$ cat config.mk
export PLATFORM = sky130hd
export DESIGN_NAME = muldiv_unit
export DESIGN_NICKNAME = d
export VERILOG_FILES = /design/src/rtl/muldiv_pkg.sv /design/src/rtl/muldiv_unit.sv
export SDC_FILE = /design/constraint.sdc
export NUM_CORES = 1
export LEC_CHECK = 0
export BUFFER_PORTS_ARGS = -buffer_cell sky130_fd_sc_hd__buf_2
export CORE_MARGIN = 2
export CORE_UTILIZATION = 55
export DETAILED_ROUTE_END_ITERATION = 16
export HOLD_SLACK_MARGIN = 0.1
export PLACE_DENSITY = 0.73
export SLEW_MARGIN = 10
export SYNTH_ARGS = -nofsm -noshare
export SYNTH_HDL_FRONTEND = slang
export SYNTH_SLANG_ARGS = --single-unit
$ cat constraint.sdc
create_clock -name clk -period 6.55 [get_ports clk]
set_input_delay 0.3275 -clock clk [delete_from_list [all_inputs] [get_ports clk]]
set_output_delay 0.3275 -clock clk [all_outputs]
set_load 0.1 [all_outputs]
$ cat src/rtl/muldiv_pkg.sv
// Shared definitions for the iterative RV32M multiply/divide unit.
//   - funct3 encodings of the M-extension operations
//   - FSM state enum (2 bits)
//   - CALC_CYCLES: number of iterations of the shared datapath
//   - helpers deciding which operands are interpreted as signed
package muldiv_pkg;

    localparam logic [2:0] F3_MUL    = 3'b000;
    localparam logic [2:0] F3_MULH   = 3'b001;
    localparam logic [2:0] F3_MULHSU = 3'b010;
    localparam logic [2:0] F3_MULHU  = 3'b011;
    localparam logic [2:0] F3_DIV    = 3'b100;
    localparam logic [2:0] F3_DIVU   = 3'b101;
    localparam logic [2:0] F3_REM    = 3'b110;
    localparam logic [2:0] F3_REMU   = 3'b111;

    localparam int CALC_CYCLES = 32;

    typedef enum logic [1:0] {
        ST_IDLE = 2'd0,
        ST_CALC = 2'd1,
        ST_DONE = 2'd2
    } state_t;

    // rs1 is unsigned only for MULHU, DIVU and REMU
    function automatic logic op1_is_signed(input logic [2:0] f3);
        return !(f3 == F3_MULHU || f3 == F3_DIVU || f3 == F3_REMU);
    endfunction

    // rs2 is additionally unsigned for MULHSU
    function automatic logic op2_is_signed(input logic [2:0] f3);
        return op1_is_signed(f3) && (f3 != F3_MULHSU);
    endfunction

endpackage

$ cat src/rtl/muldiv_unit.sv
// Iterative RV32M multiply/divide unit for the execute stage.
// One shared datapath: a 64-bit accumulator/remainder shift register,
// a 32-bit operand register and two sign flags. Multiply is radix-2
// shift-add on magnitudes; divide is restoring, one quotient bit per cycle.
// Ports:
//   clk        rising-edge clock
//   reset      synchronous active-high reset
//   start      execute stage holds an M instruction, operands valid
//   funct3     operation select (MUL..REMU)
//   operand1   rs1 value
//   operand2   rs2 value
//   flush      squash of the execute stage
//   result     registered result, valid while done=1, held afterwards
//   done       one-cycle result-valid pulse
//   stall      freezes the front of the pipeline while high
module muldiv_unit
    import muldiv_pkg::*;
(
    input  logic        clk,
    input  logic        reset,
    input  logic        start,
    input  logic [2:0]  funct3,
    input  logic [31:0] operand1,
    input  logic [31:0] operand2,
    input  logic        flush,
    output logic [31:0] result,
    output logic        done,
    output logic        stall
);

    state_t      state_reg,  state_next;
    logic [4:0]  count_reg,  count_next;
    logic [63:0] acc_reg,    acc_next;
    logic [31:0] opnd_reg,   opnd_next;
    logic [2:0]  f3_reg,     f3_next;
    logic        sign1_reg,  sign1_next;
    logic        sign2_reg,  sign2_next;
    logic [31:0] result_reg, result_next;

    // ---------------- entry decode ----------------
    logic        accept;
    logic        in_sign1, in_sign2;
    logic [31:0] abs1, abs2;
    logic        div_zero, div_ovf;
    logic [31:0] special_res;

    assign accept   = (state_reg == ST_IDLE) && start && !flush;
    assign in_sign1 = op1_is_signed(funct3) && operand1[31];
    assign in_sign2 = op2_is_signed(funct3) && operand2[31];
    assign abs1     = in_sign1 ? -operand1 : operand1;
    assign abs2     = in_sign2 ? -operand2 : operand2;

    assign div_zero = funct3[2] && (operand2 == 32'd0);
    // signed overflow exists only for DIV/REM (funct3[0]=0 among divides)
    assign div_ovf  = funct3[2] && !funct3[0] &&
                      (operand1 == 32'h8000_0000) && (operand2 == 32'hFFFF_FFFF);

    // funct3[1] distinguishes REM/REMU from DIV/DIVU
    always_comb begin
        special_res = 32'd0;
        if (div_zero)
            special_res = funct3[1] ? operand1 : 32'hFFFF_FFFF;
        else
            special_res = funct3[1] ? 32'd0 : 32'h8000_0000;
    end

    // ---------------- iteration step ----------------
    // Multiply: low half holds the remaining multiplier bits, high half
    // accumulates; the carry of the add shifts in from the top.
    logic [32:0] mul_sum;
    logic [63:0] mul_step;
    assign mul_sum  = {1'b0, acc_reg[63:32]} + (acc_reg[0] ? {1'b0, opnd_reg} : 33'd0);
    assign mul_step = {mul_sum, acc_reg[31:1]};

    // Divide: high half is the partial remainder, low half shifts the
    // dividend out and the quotient bits in. The trial remainder needs
    // 33 bits because the shifted remainder can exceed 2^32-1.
    logic [32:0] rem_trial, rem_diff;
    logic        rem_ge;
    logic [63:0] div_step;
    assign rem_trial = {acc_reg[63:32], acc_reg[31]};
    assign rem_ge    = rem_trial >= {1'b0, opnd_reg};
    assign rem_diff  = rem_trial - {1'b0, opnd_reg};
    assign div_step  = {(rem_ge ? rem_diff[31:0] : rem_trial[31:0]), acc_reg[30:0], rem_ge};

    logic [63:0] acc_step;
    assign acc_step = f3_reg[2] ? div_step : mul_step;

    // ---------------- final sign fix-up ----------------
    logic [63:0] product;
    logic [31:0] quotient, remainder, final_res;
    assign product   = (sign1_reg ^ sign2_reg) ? -acc_step : acc_step;
    assign quotient  = (sign1_reg ^ sign2_reg) ? -acc_step[31:0] : acc_step[31:0];
    assign remainder = sign1_reg ? -acc_step[63:32] : acc_step[63:32];

    always_comb begin
        final_res = 32'd0;
        case (f3_reg)
            F3_MUL:                         final_res = product[31:0];
            F3_MULH, F3_MULHSU, F3_MULHU:   final_res = product[63:32];
            F3_DIV, F3_DIVU:                final_res = quotient;
            default:                        final_res = remainder;
        endcase
    end

    logic last_iter;
    assign last_iter = (count_reg == 5'(CALC_CYCLES - 1));

    // ---------------- FSM next state ----------------
    always_comb begin
        state_next = state_reg;
        case (state_reg)
            ST_IDLE: begin
                if (accept)
                    state_next = (div_zero || div_ovf) ? ST_DONE : ST_CALC;
            end
            ST_CALC: begin
                if (flush)
                    state_next = ST_IDLE;
                else if (last_iter)
                    state_next = ST_DONE;
            end
            ST_DONE: state_next = ST_IDLE;   // start and flush both ignored here
            default: state_next = ST_IDLE;
        endcase
    end

    // ---------------- datapath next values ----------------
    always_comb begin
        count_next  = count_reg;
        acc_next    = acc_reg;
        opnd_next   = opnd_reg;
        f3_next     = f3_reg;
        sign1_next  = sign1_reg;
        sign2_next  = sign2_reg;
        result_next = result_reg;

        if (accept) begin
            count_next = 5'd0;
            f3_next    = funct3;
            sign1_next = in_sign1;
            sign2_next = in_sign2;
            // divide iterates the dividend against the divisor,
            // multiply iterates the multiplier bits of rs2 against rs1
            acc_next   = {32'd0, funct3[2] ? abs1 : abs2};
            opnd_next  = funct3[2] ? abs2 : abs1;
            if (div_zero || div_ovf)
                result_next = special_res;
        end else if (state_reg == ST_CALC && !flush) begin
            acc_next   = acc_step;
            count_next = count_reg + 5'd1;
            if (last_iter)
                result_next = final_res;
        end
    end

    always_ff @(posedge clk) begin
        if (reset) begin
            state_reg  <= ST_IDLE;
            count_reg  <= 5'd0;
            acc_reg    <= 64'd0;
            opnd_reg   <= 32'd0;
            f3_reg     <= 3'd0;
            sign1_reg  <= 1'b0;
            sign2_reg  <= 1'b0;
            result_reg <= 32'd0;
        end else begin
            state_reg  <= state_next;
            count_reg  <= count_next;
            acc_reg    <= acc_next;
            opnd_reg   <= opnd_next;
            f3_reg     <= f3_next;
            sign1_reg  <= sign1_next;
            sign2_reg  <= sign2_next;
            result_reg <= result_next;
        end
    end

    assign result = result_reg;
    assign done   = (state_reg == ST_DONE);
    assign stall  = accept || (state_reg == ST_CALC);

endmodule

# Yosys cells after proc, flatten, opt, wreduce, memory -nomap -nowiden
# Cells that the tools add are included.
# word_totals
wordCells,88
reg_bits,140
# op_classes
n_bitwise,1
muxes,25
n_lt_le_gt_ge,1
n_eq_ne,17
n_reduce_logical,27
n_addsub,8
# op_table
cell,n
2-to-1 mux 32 bit,17
2-to-1 mux 64 bit,2
negator 32 bit,4
one-hot mux 32 bit (3 select lines),1
== test 32 bit (second input constant),2
negator 64 bit,1
adder 32 x 32 -> 33 bit,1
>= comparator 33 x 32 -> 1 bit,1
zero test 32 bit,1
subtractor 32 bit,1
== test 3 bit (second input constant),4
logical AND 1 bit,10
== test 3 x 2 -> 1 bit (second input constant),3
2-to-1 mux 2 bit,4
adder 5 x 1 -> 5 bit (second input constant),1
== test 5 bit (second input constant),1
logical OR 1 bit,4
one-hot mux 2 bit (2 select lines),1
nonzero test 2 bit,2
OR reduction 2 bit,2
== test 3 x 1 -> 1 bit (second input constant),1
zero test 1 bit,3
zero test 3 bit,1
!= test 3 x 2 -> 1 bit (second input constant),1
10 further kinds,10

# Longest topological paths before layout
# Gate-level depths: netlist of run 1.
# logic_depth
depth_word,9
depth_mapped,23
ltp_nobuf,21

# Worst setup path after synthesis of run 1
# No wires, ideal clock.
# synth_path
kind,flip-flop to flip-flop
start,reg f3_reg[2]
end,"reg result_reg[22], in the netlist result[22]"
period_less_slack_ns,5.152
t_arrival_ns,5.032
setup_slack_ns,1.398
path_stages_with_launch,24
required_ns,6.430
setup_time_ns,0.120
path_cell_list,dfxtp_1 -> buf_2 -> buf_2 -> buf_2 -> buf_2 -> buf_2 -> buf_2 -> buf_2 -> buf_1 -> buf_2 -> mux2i_1 -> ha_1 -> o21a_1 -> nand4_1 -> nor3_2 -> nand3_1 -> nor4_1 -> nand4_2 -> nor3_2 -> a21oi_1 -> xor2_1 -> a221oi_1 -> a211oi_1 -> o31a_1
# synth_via
elab_chain_len,7
# synth_rtl
element,line,rtl
from (decl),muldiv_unit.sv:35,"logic [2:0] f3_reg, f3_next;"
from (signal assigned),muldiv_unit.sv:172,f3_reg <= f3_next;
2-to-1 mux 64 bit,muldiv_unit.sv:87,assign acc_step = f3_reg[2] ? div_step : mul_step;
negator 64 bit (tied with other cells),muldiv_unit.sv:92,assign product = (sign1_reg ^ sign2_reg) ? -acc_step : acc_step;
2-to-1 mux 64 bit (tied with other cells),muldiv_unit.sv:92,
one-hot mux 32 bit (3 select lines) *,muldiv_unit.sv:98,case (f3_reg)
2-to-1 mux 32 bit *,muldiv_unit.sv:152,if (last_iter)
2-to-1 mux 32 bit *,muldiv_unit.sv:149,end else if (state_reg == ST_CALC && !flush) begin
2-to-1 mux 32 bit *,muldiv_unit.sv:138,if (accept) begin
to (signal assigned),muldiv_unit.sv:175,result_reg <= result_next;
to (decl),muldiv_unit.sv:38,"logic [31:0] result_reg, result_next;"
# Mark *: on every way between the ends. The rest lies on a longest branch, timed or not. The select of a mux whose other input is x is not followed.
# A chain may end at the register's enable or synchronous reset.

# Final worst setup path of run 1
# layout_path
start,reg opnd_reg[12]
end,"reg result_reg[20], in the netlist result[20]"
# layout_via
elab_chain_len,9
# layout_rtl
element,line,rtl
from (decl),muldiv_unit.sv:34,"logic [31:0] opnd_reg, opnd_next;"
from (signal assigned),muldiv_unit.sv:171,opnd_reg <= opnd_next;
2-to-1 mux 32 bit (tied with other cells),muldiv_unit.sv:72,"assign mul_sum = {1'b0, acc_reg[63:32]} + (acc_reg[0] ? {1'b0, opnd_reg} : 33'd0);"
adder 32 x 32 -> 33 bit / 2-to-1 mux 32 bit (equally long branches),"muldiv_unit.sv:72, muldiv_unit.sv:84",
2-to-1 mux 64 bit *,muldiv_unit.sv:87,
negator 64 bit / negator 32 bit (equally long branches),"muldiv_unit.sv:92, muldiv_unit.sv:94",
2-to-1 mux 64 bit / 2-to-1 mux 32 bit (equally long branches),"muldiv_unit.sv:92, muldiv_unit.sv:94",
one-hot mux 32 bit (3 select lines) *,muldiv_unit.sv:98,
2-to-1 mux 32 bit *,muldiv_unit.sv:152,
2-to-1 mux 32 bit *,muldiv_unit.sv:149,
2-to-1 mux 32 bit *,muldiv_unit.sv:138,
# Marks and branches as above.

==> results of run 1 <==
==> routing by layer <==
metal | up-vias | routed length (µm) | track usage, %
met5 | - | 0 | 0
li1 | 8421 | - | -
met1 | 8732 | 26820 | 54.77
met2 | 1095 | 30090 | 68.42
met4 | 0 | 4942 | 26.91
met3 | 241 | 6374 | 7.963
==> synth_stat cells, types with 7 or more instances <==
cell / n
nor2b_1: 10
nand4_1: 34
and2_1: 45
xor2_1: 77
mux2i_1: 43
nor3b_1: 11
o21bai_1: 9
ha_1: 71
o21a_1: 16
o41ai_1: 8
xnor2_1: 96
o31ai_1: 23
clkbuf_1: 99
a22o_1: 7
nand3_1: 32
inv_1: 63
o21ai_1: 14
o211ai_1: 83
or3_1: 32
and4_1: 8
a21o_1: 28
or4_1: 9
nor2_1: 235
nor4_1: 10
o221ai_1: 14
o21ai_0: 127
buf_2: 24
and3_1: 16
nand2_1: 249
a311oi_1: 9
a211oi_1: 53
a21boi_0: 11
nand2b_1: 11
o22ai_1: 11
dfxtp_1: 140
a31oi_1: 48
a21oi_1: 240
buf_1: 16
a221oi_1: 13
nor3_1: 55
==> through the flow <==
stage,hold slack [ps],cell area (µm²),std cells
2_1_floorplan,440.3,16100,2263
3_3_place_gp,441.5,16770,2639
3_5_place_dp,447.4,16770,2639
4_1_cts,167.3,17350,2670
5_1_grt,210.0,17350,2670
6_report,166.5,17350,2670
==> kinds of logic (layout without fill, tap and decap cells) <==
group                    after synthesis  count (layout)  share of synthesized area (%)
XOR/XNOR                             173             173                          9.410
AND/OR/NAND/NOR                      801             801                          24.29
AO/OA/AOI/OAI                        815             815                          34.58
buffers and inverters                212             235                          5.455
flip-flops                           140             140                          17.41
adder cells (fa/ha/maj)               73              73                          5.766
multiplexers                          49              49                          3.093
==> power by group through the flow <==
stage | registers [mW] | clock network (mW) | logic [mW]
after floorplan | 0.927 | 0 | 0.838
after global placement | 0.946 | 0 | 1.19
after detailed placement | 0.948 | 0 | 1.19
after CTS | 0.929 | 1.00 | 1.20
after global routing | 0.935 | 1.04 | 1.31
final | 0.931 | 1.00 | 1.24
==> cell type report <==
type / instances / share of cell area (%)
Multi-Input combinational cell: 1911 / 71.73
Sequential cell: 140 / 16.17
Timing Repair Buffer: 140 / 4.571
Tap cell: 384 / 2.769
Clock buffer: 22 / 2.733
Inverter: 64 / 1.384
Clock inverter: 9 / 0.6417
==> worst paths after layout <==
path | cells past startpoint | startpoint | to | slack, ps
max | 21 | opnd_reg[12] | result[20] | 730
min | 3 | funct3[0] | f3_reg[0] | 170
max reg2reg | 21 | opnd_reg[12] | result[20] | 730
min reg2reg | 2 | result[10] | result[10] | 470
==> critical path, stage by stage (launching register included) <==
cell and delay, ps:
dfxtp_1 360, inv_1 60, ha_1 410, a21oi_1 250, o21ai_0 160, a41o_4 310, o31a_4 450, o21ai_1 200
a21boi_0 270, ha_1 220, o21a_1 190, nand4_1 250, nor3_2 370, nand3_1 140, nor4_1 250, nand4_2 250
nor3_2 420, a31oi_1 190, xnor2_1 160, o22ai_1 130, a211oi_1 530, o21ai_1 110
==> cell usage in the layout (no fill, tap or decap), drive strengths merged, types with 34 or more instances in the layout <==
cell type / Yosys / final
a211oi: 55 / 55
a21oi: 244 / 244
a31oi: 49 / 49
and2: 45 / 45
buf: 49 / 140
dfxtp: 140 / 140
ha: 71 / 71
inv: 64 / 66
mux2i: 43 / 43
nand2: 251 / 251
nand3: 34 / 34
nand4: 35 / 35
nor2: 236 / 236
nor3: 62 / 62
o211ai: 86 / 86
o21ai: 144 / 144
xnor2: 96 / 96
xor2: 77 / 77
==> metrics.yaml, run 1 <==
outcome:
  status: "completed"
pwr:
  power.share.switching_pct: 40.93
  switchingPower_mw: 1.302
  clock_power_share_pct: 31.6
  comb_power_share_pct: 39.1
  p_int_mw: 1.878
  seqPwrFrac_pct: 29.3
  vdd_drop_max_mv: 0.1854
  power_mw: 3.180
  p_leak_nw: 6.529
  power.density_mw_per_mm2: 183.3
floorplanning:
  die_h_um: 175.1
  dieArea_mm2: 0.03066
  placementRows: 62
  coreArea_mm2: 0.02878
  initial_core_util_pct: 55.95
  die_w_um: 175.1
  num_io_pins: 105
route:
  wl_per_cell_um: 25.55
  drt_pass1_iterations: 6
  wl_um: 68230
  drtIter0Drc: 2192
  vias_per_cell: 6.925
  drc: 0
  ant_nets: 0
  vias: 18489
timing:
  slew_violations: 0
  fin_crit_ps: 5820
  relSlewSlack_pct: 30.71
  setup_viol: 0
  min_period_over_period_pct: 88.86
  tightestPinTransition_ps: 1034
  fmaxAchievable_ghz: 0.1718
  rsz0062_at_grt: "no"
  fin_ws_ps: 729.6
  hold_viol_final: 0
  setup_tns_ps: 0
  skew_ps: 11.94
place:
  gp_congestion: 1.069
  post-dp-hpwl_um: 53060
  pre_cts_ws_ps: 937.9
  numPortBuffers: 104
critical_path:
  critPathCaptureType: "flip-flop"
  start_kind: "flip-flop"
  path_class: "flip-flop to flip-flop"
  required_ps: 6860
  crit_fanout: 17
  cp.arrival_ps: 6130
yosys:
  synth_fp_nets: 2407
  synth_cell_types: 114
  ys.flop_type: "dfxtp_1"
  yosysTopAreaCellShare_pct: 17.41
  ys_warn_count: 0
  yosys-top-cells-area: "dfxtp_1 17%, a21oi_1 7.5%, nand2_1 5.8%"
  ys_ff_latch: 140
  yosysTopAreaCell: "dfxtp_1"
  synth_seq_area_share_pct: 17.41
  syn_area_mm2: 0.01610
  synthArstFlopShare_pct: 0
  avgSynthCellArea_um2: 7.115
  synth_cells: 2263
  synth_edf_count: 0
final_layout:
  syn_to_final_growth_pct: 7.771
  final_nets: 2418
  seq_area_mm2: 0.002806
  drive_gt1_share_pct: 11.33
  fillers: 2689
  largest_register_ffs: 64
  antenna_cells: 0
  final_core_util_pct: 60.29
  multiInputGateArea_mm2: 0.01245
worst_hold_path:
  hp-class: "input port to flip-flop"
job:
  drv_cap: 0
grt:
  grt_max_degree: 78
  grt_util_all_layers_pct: 43.41
  grt_pass1_vias: 16873
  overflow: 0
  grt_pass1_wl_um: 102200
  antenna_found_initial: 0
clocking:
  clk_latency_ps: 440
  clk_pin_slew_ps: 70
  ctsHoldBuffers: 0
  clockRootBuffer: "clkbuf_16"
  post_cts_buffers: 0
  clockBufferDepth: 2
  htree_num_levels: 4
  cts_tree: "built"
  cts_resized: 0
  numClockSinks: 140
  cts_buffers: 17
No activity file was read; power rests on OpenSTA's default activity.
==> run 2, diff against run 1 <==
--- a/config.mk
+++ b/config.mk
@@ -6,6 +6,7 @@
 export NUM_CORES = 1
 export LEC_CHECK = 0
 export BUFFER_PORTS_ARGS = -buffer_cell sky130_fd_sc_hd__buf_2
+export CORE_ASPECT_RATIO = 0.5
 export CORE_MARGIN = 2
 export CORE_UTILIZATION = 55
 export DETAILED_ROUTE_END_ITERATION = 16
==> metrics.yaml, run 2 (synthesis results as in run 1) <==
place:
  post-dp-hpwl_um: 49500  # -6.7%
  numPortBuffers: 104  # unchanged
  gp_congestion: 1.016  # -5.0%
  pre_cts_ws_ps: 863.8  # -74.11 ps
  dp.cells: 2646  # +0.27%
final_layout:
  drive_gt1_share_pct: 11.33  # unchanged
  layout_common_cells: "249 x nand2_1, 240 x a21oi_1, 235 x nor2_1"
  final_common_cell: "nand2_1"
  largest_register_ffs: 64  # unchanged
  syn_to_final_growth_pct: 8.066
  fillers: 2715  # +0.97%
  final_nets: 2418  # unchanged
  final_cells: 2677  # +0.26%
  antenna_cells: 0  # unchanged
critical_path:
  required_ps: 6900  # +40 ps
  cpLargestDelayFamily: "compound AO/OA/AOI/OAI gates"
  cp_slowest_cell: "o31a_4"
  start_kind: "flip-flop"
  cp.arrival_ps: 6210  # +80 ps
  critPathCaptureType: "flip-flop"
  path_class: "flip-flop to flip-flop"
  crit_fanout: 17  # unchanged
  crit_chain: "inv_1, ha_1, a21oi_1, o21ai_0, a41o_4, o31a_4, o21ai_1, a21boi_0, ha_1, o21a_1, nand4_1, nor3_2, nand3_1, nor4_1, nand4_2, nor3_2, a31oi_1, xnor2_1, o22ai_1, a211oi_1, o21ai_1"
  critical_path_buf_inv_count: 1  # unchanged
  rrSetupSlack_ps: 690  # -40 ps
  max_stage_delay_ps: 450  # -80 ps
route:
  drtIter0Drc: 2698  # +23%
  wl_per_cell_um: 24.28  # -5.0%
  drc: 0  # unchanged
  vias: 18428  # -0.33%
  wl_um: 64990  # -4.8%
  vias_per_cell: 6.884  # -0.59%
  ant_nets: 0  # unchanged
  drt_pass1_iterations: 9  # +3
timing:
  skew_ps: 18.90  # +6.950 ps
  rsz0062_at_grt: "no"
  setup_tns_ps: 0  # unchanged
  hold_viol_final: 0  # unchanged
  relSlewSlack_pct: 14.19  # -17 points
  tightestPinTransition_ps: 1279  # +245.1 ps
  min_period_over_period_pct: 89.46  # +0.60 points
  fin_crit_ps: 5860  # +39.29 ps
  fmaxAchievable_ghz: 0.1707  # -0.67%
  fin_ws_ps: 690.3  # -39.29 ps
  setup_viol: 0  # unchanged
  slew_violations: 0  # unchanged
floorplanning:
  die_w_um: 246.0  # +40%
  coreArea_mm2: 0.02890  # +0.43%
  die_h_um: 125.0  # -29%
  initial_core_util_pct: 55.71  # -0.24 points
  num_io_pins: 105  # unchanged
  placementRows: 44  # -29%
  dieArea_mm2: 0.03074  # +0.27%
grt:
  antenna_found_initial: 8  # +8
  overflow: 0  # unchanged
  grt_util_all_layers_pct: 41.56  # -1.8 points
  grt_max_degree: 77  # -1.3%
  grt_pass1_vias: 16160  # -4.2%
  grt_pass1_wl_um: 98170  # -4.0%
pwr:
  power.density_mw_per_mm2: 184.7  # +0.80%
  p_int_mw: 1.943  # +3.4%
  p_leak_nw: 6.549  # +0.32%
  switchingPower_mw: 1.272  # -2.3%
  clock_power_share_pct: 33.7  # +2.1 points
  seqPwrFrac_pct: 29.0  # -0.3 points
  power.share.switching_pct: 39.55  # -1.4 points
  vdd_drop_max_mv: 0.1604  # -13%
  comb_power_share_pct: 37.3  # -1.8 points
clocking:
  clk_pin_slew_ps: 60  # about the same
  clockRootBuffer: "clkbuf_16"
  cts_resized: 0  # unchanged
  clockBufferDepth: 2  # unchanged
  ctsHoldBuffers: 0  # unchanged
  post_cts_buffers: 0  # unchanged
  numClockSinks: 140  # unchanged
  cts_buffers: 17  # unchanged
  htree_num_levels: 4  # unchanged
  clk_latency_ps: 470  # +30 ps
  cts_tree: "built"
job:
  drv_cap: 0  # unchanged
outcome:
  status: "completed"
worst_hold_path:
  hp-class: "input port to flip-flop"
==> run 2: changes by cell type in the layout (fill, tap and decap cells not counted), sizes merged <==
| cell | delta |
|---|---|
| inv | -1 |
| clkinvlp | -1 |
| bufinv | +2 |
| clkbuf | -1 |
| clkinv | +1 |
==> run 2: worst paths after layout <==
path / startpoint / to / cells past startpoint
worst max-delay path: opnd_reg[12] / result[20] / 21
worst min-delay path: funct3[0] / f3_reg[0] / 3
worst max register to register: opnd_reg[12] / result[20] / 21
worst min register to register: result[0] / result[0] / 2
==> run 2: per-layer routing <==
layer  global-route usage (%)  routed length, µm  share of wire (%)  vias up
met5                        0                 11              0.017        -
met4                    10.55               1603                2.5        2
met3                    14.15               9636                 15      139
met2                    57.37              25270                 39     1189
met1                    60.85              28470                 44     8678
li1                         -                  -                  -     8420
==> run 2: layout make-up <==
type	instances	area (µm²)	area share [%]
Sequential cell	140	2806	16.13
Clock buffer	21	460.4	2.646
Inverter	64	240.2	1.381
Tap cell	391	489.2	2.812
Multi-Input combinational cell	1911	12450	71.53
Timing Repair Buffer	140	793.3	4.559
Clock inverter	10	163.9	0.9420
==> run 2: tightest hold or removal path, stage by stage <==
cell and delay [ps]:
buf_2 130, nand2_1 60, a21oi_1 50
==> run 2: power groups by stage <==
stage	logic [mW]	registers [mW]	clock network, mW
final	1.20	0.931	1.08
after global routing	1.28	0.935	1.11
after CTS	1.15	0.928	1.08
after floorplan	0.838	0.927	0
after global placement	1.15	0.946	0
after detailed placement	1.14	0.947	0
==> run 2: metrics by stage <==
step	instance area [µm²]	utilization (%)	total power, mW	hold slack (ps)
3_3_place_gp	16780	58.04	2.092	437.3
2_1_floorplan	16100	-	1.765	440.3
4_1_cts	17400	60.20	3.161	130.0
3_5_place_dp	16780	58.04	2.092	441.2
6_report	17400	60.20	3.215	146.4
5_1_grt	17400	60.20	3.320	189.9
